**src/rtl/random_tile_field_if.sv**
```systemverilog
// Bus bundle between the frame/level controller (master) and the tile field (slave).
interface random_tile_field_if #(
  parameter int NUM_TILES = 4
) ();
  logic                     startOfFrame;
  logic                     startOfLevel;
  logic                     endLevel;
  logic                     oneTensSec;
  logic [31:0]              levelSpeed;
  logic [10:0]              pixelX;
  logic [10:0]              pixelY;
  logic [NUM_TILES-1:0]     drawingRequestVector;
  logic [8*NUM_TILES-1:0]   RGBoutVector;
  logic                     drawingRequest;
  logic [7:0]               RGBout;
  logic [2:0]               hitIndex;

  modport master (
    output startOfFrame, startOfLevel, endLevel, oneTensSec, levelSpeed, pixelX, pixelY,
    input  drawingRequestVector, RGBoutVector, drawingRequest, RGBout, hitIndex
  );

  modport slave (
    input  startOfFrame, startOfLevel, endLevel, oneTensSec, levelSpeed, pixelX, pixelY,
    output drawingRequestVector, RGBoutVector, drawingRequest, RGBout, hitIndex
  );
endinterface

```
**src/rtl/random_tile_field.sv**
```systemverilog
// NUM_TILES scrolling obstacle tiles. Each channel waits a staggered number of
// 100 ms ticks, spawns at the right screen edge at an LFSR-chosen Y, scrolls left
// by levelSpeed per frame and re-arms after leaving the screen. Drawing outputs
// are registered one clock after the pixel coordinates; lowest index wins.
module random_tile_field #(
  parameter int          NUM_TILES     = 4,
  parameter int          TILE_W        = 32,
  parameter int          TILE_H        = 32,
  parameter int          SCREEN_W      = 640,
  parameter int          Y_MIN         = 32,
  parameter int          Y_MAX         = 416,
  parameter int          RESPAWN_TICKS = 10,
  parameter logic [15:0] LFSR_SEED     = 16'hACE1,
  parameter logic [7:0]  TILE_RGB      = 8'h1C,
  parameter logic [7:0]  BORDER_RGB    = 8'h00
) (
  input  logic                clk,
  input  logic                resetN,
  random_tile_field_if.slave  bus
);

  localparam int                Y_RANGE    = Y_MAX - Y_MIN;
  localparam int                CNT_W      = $clog2(RESPAWN_TICKS * NUM_TILES + 1);
  localparam logic signed [12:0] NEG_TILE_W = 13'(-TILE_W);
  localparam logic signed [12:0] TW13       = 13'(TILE_W);
  localparam logic signed [12:0] TH13       = 13'(TILE_H);
  localparam logic [11:0]        SPAWN_X    = 12'(SCREEN_W);

  typedef enum logic [1:0] {
    ST_IDLE   = 2'd0,
    ST_WAIT   = 2'd1,
    ST_ACTIVE = 2'd2
  } tile_state_t;

  // Galois step, taps 16'hB400.
  function automatic logic [15:0] lfsr_next(input logic [15:0] v);
    return {1'b0, v[15:1]} ^ (v[0] ? 16'hB400 : 16'h0000);
  endfunction

  // Low 9 bits of the LFSR rotated left by sh (sh taken modulo 16).
  function automatic logic [8:0] lfsr_pick(input logic [15:0] v, input int sh);
    logic [31:0] w_dbl;
    w_dbl = {v, v} << (sh % 16);
    return w_dbl[24:16];
  endfunction

  // Fold a 9-bit random value into [Y_MIN, Y_MAX].
  function automatic logic [11:0] spawn_y(input logic [8:0] r);
    logic [8:0] w_off;
    if (r <= 9'(Y_RANGE)) begin
      w_off = r;
    end else begin
      w_off = r - 9'(Y_RANGE + 1);
    end
    return 12'(Y_MIN) + {3'b000, w_off};
  endfunction

  logic [15:0]              r_lfsr;
  logic [NUM_TILES-1:0]     w_hit;
  logic [8*NUM_TILES-1:0]   w_lane_rgb;
  logic [7:0]               w_sel_rgb;
  logic [2:0]               w_sel_idx;
  logic signed [12:0]       w_px;
  logic signed [12:0]       w_py;
  logic                     w_unused_speed_hi;

  logic [NUM_TILES-1:0]     r_drv;
  logic [8*NUM_TILES-1:0]   r_rgbv;
  logic                     r_dr;
  logic [7:0]               r_rgb;
  logic [2:0]               r_idx;

  assign w_px              = $signed({2'b00, bus.pixelX});
  assign w_py              = $signed({2'b00, bus.pixelY});
  assign w_unused_speed_hi = |bus.levelSpeed[31:8];

  // Free-running random source shared by all channels.
  always_ff @(posedge clk) begin
    if (!resetN) begin
      r_lfsr <= LFSR_SEED;
    end else begin
      r_lfsr <= lfsr_next(r_lfsr);
    end
  end

  for (genvar g = 0; g < NUM_TILES; g++) begin : g_tile
    tile_state_t        r_state;
    logic signed [11:0] r_x;
    logic signed [11:0] r_y;
    logic [CNT_W-1:0]   r_cnt;
    logic [CNT_W-1:0]   w_stagger;
    logic signed [12:0] w_x;
    logic signed [12:0] w_y;
    logic signed [12:0] w_next_x;
    logic               w_in_x;
    logic               w_in_y;
    logic               w_edge;

    assign w_stagger = CNT_W'(RESPAWN_TICKS * (g + 1));
    assign w_x       = {r_x[11], r_x};
    assign w_y       = {r_y[11], r_y};
    assign w_next_x  = w_x - $signed({5'b00000, bus.levelSpeed[7:0]});

    // Spawn / scroll / respawn sequencing for this channel.
    always_ff @(posedge clk) begin
      if (!resetN) begin
        r_state <= ST_IDLE;
        r_x     <= 12'sd0;
        r_y     <= 12'sd0;
        r_cnt   <= '0;
      end else if (bus.endLevel) begin
        r_state <= ST_IDLE;
        r_x     <= 12'sd0;
        r_y     <= 12'sd0;
        r_cnt   <= '0;
      end else if (bus.startOfLevel) begin
        r_state <= ST_WAIT;
        r_x     <= 12'sd0;
        r_y     <= 12'sd0;
        r_cnt   <= w_stagger;
      end else begin
        case (r_state)
          ST_IDLE: begin
            r_state <= ST_IDLE;
          end
          ST_WAIT: begin
            if (bus.oneTensSec) begin
              r_cnt <= r_cnt - CNT_W'(1);
              if (r_cnt == CNT_W'(1)) begin
                r_state <= ST_ACTIVE;
                r_x     <= SPAWN_X;
                r_y     <= spawn_y(lfsr_pick(r_lfsr, 3 * g));
              end
            end
          end
          ST_ACTIVE: begin
            if (bus.startOfFrame) begin
              r_x <= w_next_x[11:0];
              if (w_next_x <= NEG_TILE_W) begin
                r_state <= ST_WAIT;
                r_cnt   <= CNT_W'(RESPAWN_TICKS);
              end
            end
          end
          default: begin
            r_state <= ST_IDLE;
            r_x     <= 12'sd0;
            r_y     <= 12'sd0;
            r_cnt   <= '0;
          end
        endcase
      end
    end

    assign w_in_x = (w_px >= w_x) && (w_px < w_x + TW13);
    assign w_in_y = (w_py >= w_y) && (w_py < w_y + TH13);
    assign w_hit[g] = (r_state == ST_ACTIVE) && w_in_x && w_in_y;
    assign w_edge = (w_px == w_x) || (w_px == w_x + TW13 - 13'sd1) ||
                    (w_py == w_y) || (w_py == w_y + TH13 - 13'sd1);
    assign w_lane_rgb[g*8 +: 8] = w_hit[g] ? (w_edge ? BORDER_RGB : TILE_RGB) : 8'hFF;
  end

  // Lowest-index hit wins; scan from the top so the lowest index is applied last.
  always_comb begin
    w_sel_rgb = 8'hFF;
    w_sel_idx = 3'd0;
    for (int i = NUM_TILES - 1; i >= 0; i--) begin
      if (w_hit[i]) begin
        w_sel_rgb = w_lane_rgb[i*8 +: 8];
        w_sel_idx = 3'(i);
      end else begin
        w_sel_rgb = w_sel_rgb;
        w_sel_idx = w_sel_idx;
      end
    end
  end

  // Register all drawing outputs (one clock after the pixel coordinates).
  always_ff @(posedge clk) begin
    if (!resetN) begin
      r_drv  <= '0;
      r_rgbv <= '1;
      r_dr   <= 1'b0;
      r_rgb  <= 8'hFF;
      r_idx  <= 3'd0;
    end else begin
      r_drv  <= w_hit;
      r_rgbv <= w_lane_rgb;
      r_dr   <= |w_hit;
      r_rgb  <= w_sel_rgb;
      r_idx  <= w_sel_idx;
    end
  end

  assign bus.drawingRequestVector = r_drv;
  assign bus.RGBoutVector         = r_rgbv;
  assign bus.drawingRequest       = r_dr;
  assign bus.RGBout               = r_rgb;
  assign bus.hitIndex             = r_idx;

endmodule

```
**src/flat_wrapper.sv**
```systemverilog
// flat-port wrapper written by rule: the top's interface ports become plain ports
module random_tile_field_flat 
#(
  parameter int          NUM_TILES     = 4,
  parameter int          TILE_W        = 32,
  parameter int          TILE_H        = 32,
  parameter int          SCREEN_W      = 640,
  parameter int          Y_MIN         = 32,
  parameter int          Y_MAX         = 416,
  parameter int          RESPAWN_TICKS = 10,
  parameter logic [15:0] LFSR_SEED     = 16'hACE1,
  parameter logic [7:0]  TILE_RGB      = 8'h1C,
  parameter logic [7:0]  BORDER_RGB    = 8'h00
)
  (clk, resetN, bus_startOfFrame, bus_startOfLevel, bus_endLevel, bus_oneTensSec, bus_levelSpeed, bus_pixelX, bus_pixelY, bus_drawingRequestVector, bus_RGBoutVector, bus_drawingRequest, bus_RGBout, bus_hitIndex);
  random_tile_field_if #(.NUM_TILES(NUM_TILES)) bus_i ();
  input  logic clk;
  input  logic resetN;
  input wire logic [$bits(bus_i.startOfFrame)-1:0] bus_startOfFrame;
  input wire logic [$bits(bus_i.startOfLevel)-1:0] bus_startOfLevel;
  input wire logic [$bits(bus_i.endLevel)-1:0] bus_endLevel;
  input wire logic [$bits(bus_i.oneTensSec)-1:0] bus_oneTensSec;
  input wire logic [$bits(bus_i.levelSpeed)-1:0] bus_levelSpeed;
  input wire logic [$bits(bus_i.pixelX)-1:0] bus_pixelX;
  input wire logic [$bits(bus_i.pixelY)-1:0] bus_pixelY;
  output wire logic [$bits(bus_i.drawingRequestVector)-1:0] bus_drawingRequestVector;
  output wire logic [$bits(bus_i.RGBoutVector)-1:0] bus_RGBoutVector;
  output wire logic [$bits(bus_i.drawingRequest)-1:0] bus_drawingRequest;
  output wire logic [$bits(bus_i.RGBout)-1:0] bus_RGBout;
  output wire logic [$bits(bus_i.hitIndex)-1:0] bus_hitIndex;
  assign bus_i.startOfFrame = bus_startOfFrame;
  assign bus_i.startOfLevel = bus_startOfLevel;
  assign bus_i.endLevel = bus_endLevel;
  assign bus_i.oneTensSec = bus_oneTensSec;
  assign bus_i.levelSpeed = bus_levelSpeed;
  assign bus_i.pixelX = bus_pixelX;
  assign bus_i.pixelY = bus_pixelY;
  assign bus_drawingRequestVector = bus_i.drawingRequestVector;
  assign bus_RGBoutVector = bus_i.RGBoutVector;
  assign bus_drawingRequest = bus_i.drawingRequest;
  assign bus_RGBout = bus_i.RGBout;
  assign bus_hitIndex = bus_i.hitIndex;
  random_tile_field #(.NUM_TILES(NUM_TILES), .TILE_W(TILE_W), .TILE_H(TILE_H), .SCREEN_W(SCREEN_W), .Y_MIN(Y_MIN), .Y_MAX(Y_MAX), .RESPAWN_TICKS(RESPAWN_TICKS), .LFSR_SEED(LFSR_SEED), .TILE_RGB(TILE_RGB), .BORDER_RGB(BORDER_RGB)) u_core (.clk(clk), .resetN(resetN), .bus(bus_i));
endmodule
```
**config.mk**
```make
export PLATFORM = sky130hd
export DESIGN_NAME = random_tile_field_flat
export DESIGN_NICKNAME = d
export VERILOG_FILES = /design/src/rtl/random_tile_field_if.sv /design/src/rtl/random_tile_field.sv /design/src/flat_wrapper.sv
export SDC_FILE = /design/constraint.sdc
export NUM_CORES = 1
export LEC_CHECK = 0
export BUFFER_PORTS_ARGS = -buffer_cell sky130_fd_sc_hd__buf_2
export CORE_ASPECT_RATIO = 1.5
export CORE_MARGIN = 2
export CORE_UTILIZATION = 60
export DETAILED_ROUTE_END_ITERATION = 10
export GPL_TIMING_DRIVEN = 0
export PLACE_DENSITY = 0.89
export RECOVER_POWER = 50
export SETUP_SLACK_MARGIN = 0.4
export SLEW_MARGIN = 20
export SYNTH_ARGS = -nofsm -noshare
export SYNTH_HDL_FRONTEND = slang
export SYNTH_SLANG_ARGS = --single-unit
export TNS_END_PERCENT = 10
```
**constraint.sdc**
```tcl
create_clock -name clk -period 7.2 [get_ports clk]
set_input_delay 0.36 -clock clk [delete_from_list [all_inputs] [get_ports clk]]
set_output_delay 0.36 -clock clk [all_outputs]
set_load 0.01 [all_outputs]
```
==> metrics.txt <==
result of the run=completed; Endpoint, Worst Hold=u_core.bus.RGBoutVector[23]$_SDFF_PN1_; end of the worst register-to-register path=u_core.g_tile[1].r_cnt[3]$_SDFFE_PP0P_; share of the clock period used by the worst path after layout=0.539; post-synthesis cell type count=86; DR vias/cell=6.56; highest achievable clock rate=258 MHz; core box area=25900 um2; CTS sink count=153; share of the yosys chip area belonging to registers=0.193; Place WS=3410 ps; NumNets Final=2498; number of routed nets with antenna violations=0; die extent in y=203 um; post-CTS repair timing setup buffer count=0; Top FF cell, synth=dfxtp_1; drt first-iter violations=1349; Syn Area/Cell=7.50 um2; Worst Hold Class=input pin to register; via count of the first global-routing pass=16474; required time at the endpoint of the critical path=7530 ps; IO buf count=81; clock tree skew after final layout=11.8 ps; total CTS buffers=17; aggregate routed wire length=52500 um; number of enable flip-flop cells after synthesis=0; global route overflow=0; critical path endpoint category=register; post-synthesis instance area=15900 um2; buffer type at the clock tree root=clkbuf_16; effective utilization at floorplan=0.613; Final Wtd Congestion=0.984; r2r startpoint=u_core.g_tile[1].r_x[0]$_SDFFE_PP0P_; critical path class=register to register; GR Util All Layers=0.380; data arrival time of the critical path=4210 ps; Max Fanout on Critical Path=10; count of TritonRoute iterations in the first routing pass=5; fraction of layout cells with a size suffix above 1=0.0651; most common cell after layout, fill and taps aside=ha_1; GR Layer Usage met2=0.632; worst-case clock buffer depth=2; max-slew violation count=0; CTS tree=done; total via count after detailed routing=16806; layout filler cell count=2133; cts-stage hold buffer count=0; Resize count post-CTS=0; post-synthesis async set-or-reset flop share=0; final setup violation count=0; WHS Path Cells=2; met3 Track Usage GR=0.101; Final Hold Vio Count=0; global routing usage on met1=0.376; syn_nets=2398; Post-DP HPWL=40500 um; signed area change from the synthesized netlist to the final layout=8.54%; utilization after layout=0.666; setup_tns=0 ps; H-tree depth reported by CTS=4; yosys warns=0; maximum vdd drop=0.000146 V; cell count after synthesis=2115; pin count of the biggest net entering global routing=17; crit start category=register; num rows=72; start point of the worst min-delay path=resetN; final critical-path setup slack=3320 ps; final critical path time including I/O delays and setup=3880 ps; clock edge transition at the registers on the reported setup and hold paths=60 ps; flip-flop and latch count after synthesis=153; sequential cell area=3060 um2; Worst R2R Setup Slack=3320 ps; max-slew headroom at the worst pin=0.201; wire length of the first global-routing pass=82800 um; antenna violations before repair=1; areal power density over the cells=125 nW/um2; Die ar.=27800 um2; Ports=108; clk_lat worst skew=440 ps; static leakage=6.48 nW; die width=137 um; DRC violation count after routing=0; antenna cells=0; tightest hold margin=217 ps; busiest layer in global routing=met2; area of the multi-input gates=11600 um2; Wirelength per Cell=20.5 um; actual slew at the worst max-slew pin=1170 ps; top library cells by usage in the layout, fill and taps aside=219 x ha_1, 168 x inv_1, 167 x nor2_1; number of maximum-capacitance violations=0; RSZ-0062 raised after global routing=no; cell count of the worst reg-to-reg path=14
## critical path, stage by stage, from the launching register on
cell	delay, ps
dfxtp_1	370
inv_1	160
ha_1	190
inv_1	60
fa_1	410
a21o_1	200
a211oi_1	280
nor2_1	110
o41ai_1	520
o22ai_1	140
nand4b_1	170
nor3b_1	310
clkbuf_1	400
o21ai_0	180
a32o_1	280
## registers in the layout, summed over array words and instances (netlist names)
signal                           flops
u_core.bus.RGBout                    2
u_core.bus.drawingRequestVector      4
u_core.g_tile.r_y                   40
u_core.bus.RGBoutVector              8
u_core.r_lfsr                       16
u_core.bus.drawingRequest            1
u_core.g_tile.r_state                8
u_core.g_tile.r_cnt                 24
u_core.bus.hitIndex                  2
u_core.g_tile.r_x                   48
## worst max-delay path by stage
stage	depth (start not counted)	to	startpoint	slack, ps
global route	11	u_core.bus.drawingRequest$_SDFF_PN0_	u_core.g_tile[2].r_x[6]$_SDFFE_PP0P_	2910
global placement	13	u_core.g_tile[1].r_cnt[3]$_SDFFE_PP0P_	bus_levelSpeed[1]	3530
detailed placement	14	u_core.g_tile[1].r_cnt[3]$_SDFFE_PP0P_	bus_levelSpeed[0]	3410
finish	14	u_core.g_tile[1].r_cnt[3]$_SDFFE_PP0P_	u_core.g_tile[1].r_x[0]$_SDFFE_PP0P_	3320
floorplan	12	u_core.g_tile[3].r_cnt[2]$_SDFFE_PP0P_	bus_levelSpeed[1]	4050
CTS	14	u_core.g_tile[3].r_cnt[2]$_SDFFE_PP0P_	u_core.g_tile[3].r_x[0]$_SDFFE_PP0P_	3430
## routing by layer
layer / vias to the layer above / wire (um)
li1: 7721 / -
met2: 880 / 24800
met4: 2 / 5630
met5: - / 13
met3: 357 / 4290
met1: 7846 / 17800
## logic make-up (layout without fill, tap and decap cells)
| family | after synthesis | after routing | share of synthesized area |
|---|---|---|---|
| compound gates | 505 | 505 | 0.204 |
| xor+xnor | 205 | 205 | 0.114 |
| fa+ha+maj | 224 | 224 | 0.178 |
| buf+inv | 286 | 398 | 0.0752 |
| flops | 153 | 153 | 0.193 |
| mux | 12 | 12 | 0.00805 |
| other cells | 1 | 1 | 0.000236 |
| simple gates | 729 | 729 | 0.228 |
## where the power goes
| part | switching, mW | internal [mW] |
|---|---|---|
| clock | 0.381 | 0.493 |
| combinational | 0.256 | 0.151 |
| sequential | 0.0122 | 0.857 |
| total | 0.649 | 1.50 |
## synth_stat cells, types with 21 or more instances
| cell type | number | area, um2 |
|---|---|---|
| xnor2_1 | 162 | 1420 |
| a31oi_1 | 28 | 175 |
| clkbuf_1 | 72 | 270 |
| a21oi_1 | 140 | 701 |
| nand3_1 | 101 | 505 |
| nor4_1 | 23 | 144 |
| o211ai_1 | 21 | 158 |
| inv_1 | 168 | 631 |
| a22oi_1 | 30 | 225 |
| ha_1 | 219 | 2740 |
| xor2_1 | 42 | 368 |
| o21a_1 | 26 | 195 |
| buf_4 | 31 | 233 |
| nor3_1 | 87 | 435 |
| nor2b_1 | 31 | 194 |
| o21ai_0 | 96 | 480 |
| and2_1 | 21 | 131 |
| or3_1 | 22 | 138 |
| nor2_1 | 167 | 627 |
| nand2_1 | 161 | 604 |
| nand4_1 | 38 | 238 |
| a21o_1 | 25 | 188 |
| dfxtp_1 | 153 | 3060 |
## layout make-up
class | count | share of cell area
clock inverters | 10 | 0.00560
inverters | 178 | 0.0388
clock buffers | 21 | 0.0267
repair buffers | 81 | 0.0219
flip-flops and latches | 153 | 0.178
multi-input cells | 1676 | 0.674
well taps | 333 | 0.0242
plain buffers | 108 | 0.0305
## stage by stage
stage	instance area (um2)	power [mW]	instances
detailed placement	16700	1.28	2529
floorplan	15900	1.16	2115
global placement	16700	1.26	2529
finish	17200	2.15	2560
CTS	17200	2.13	2560
global route	17200	2.22	2560
Power figures use the tool's default switching activity.
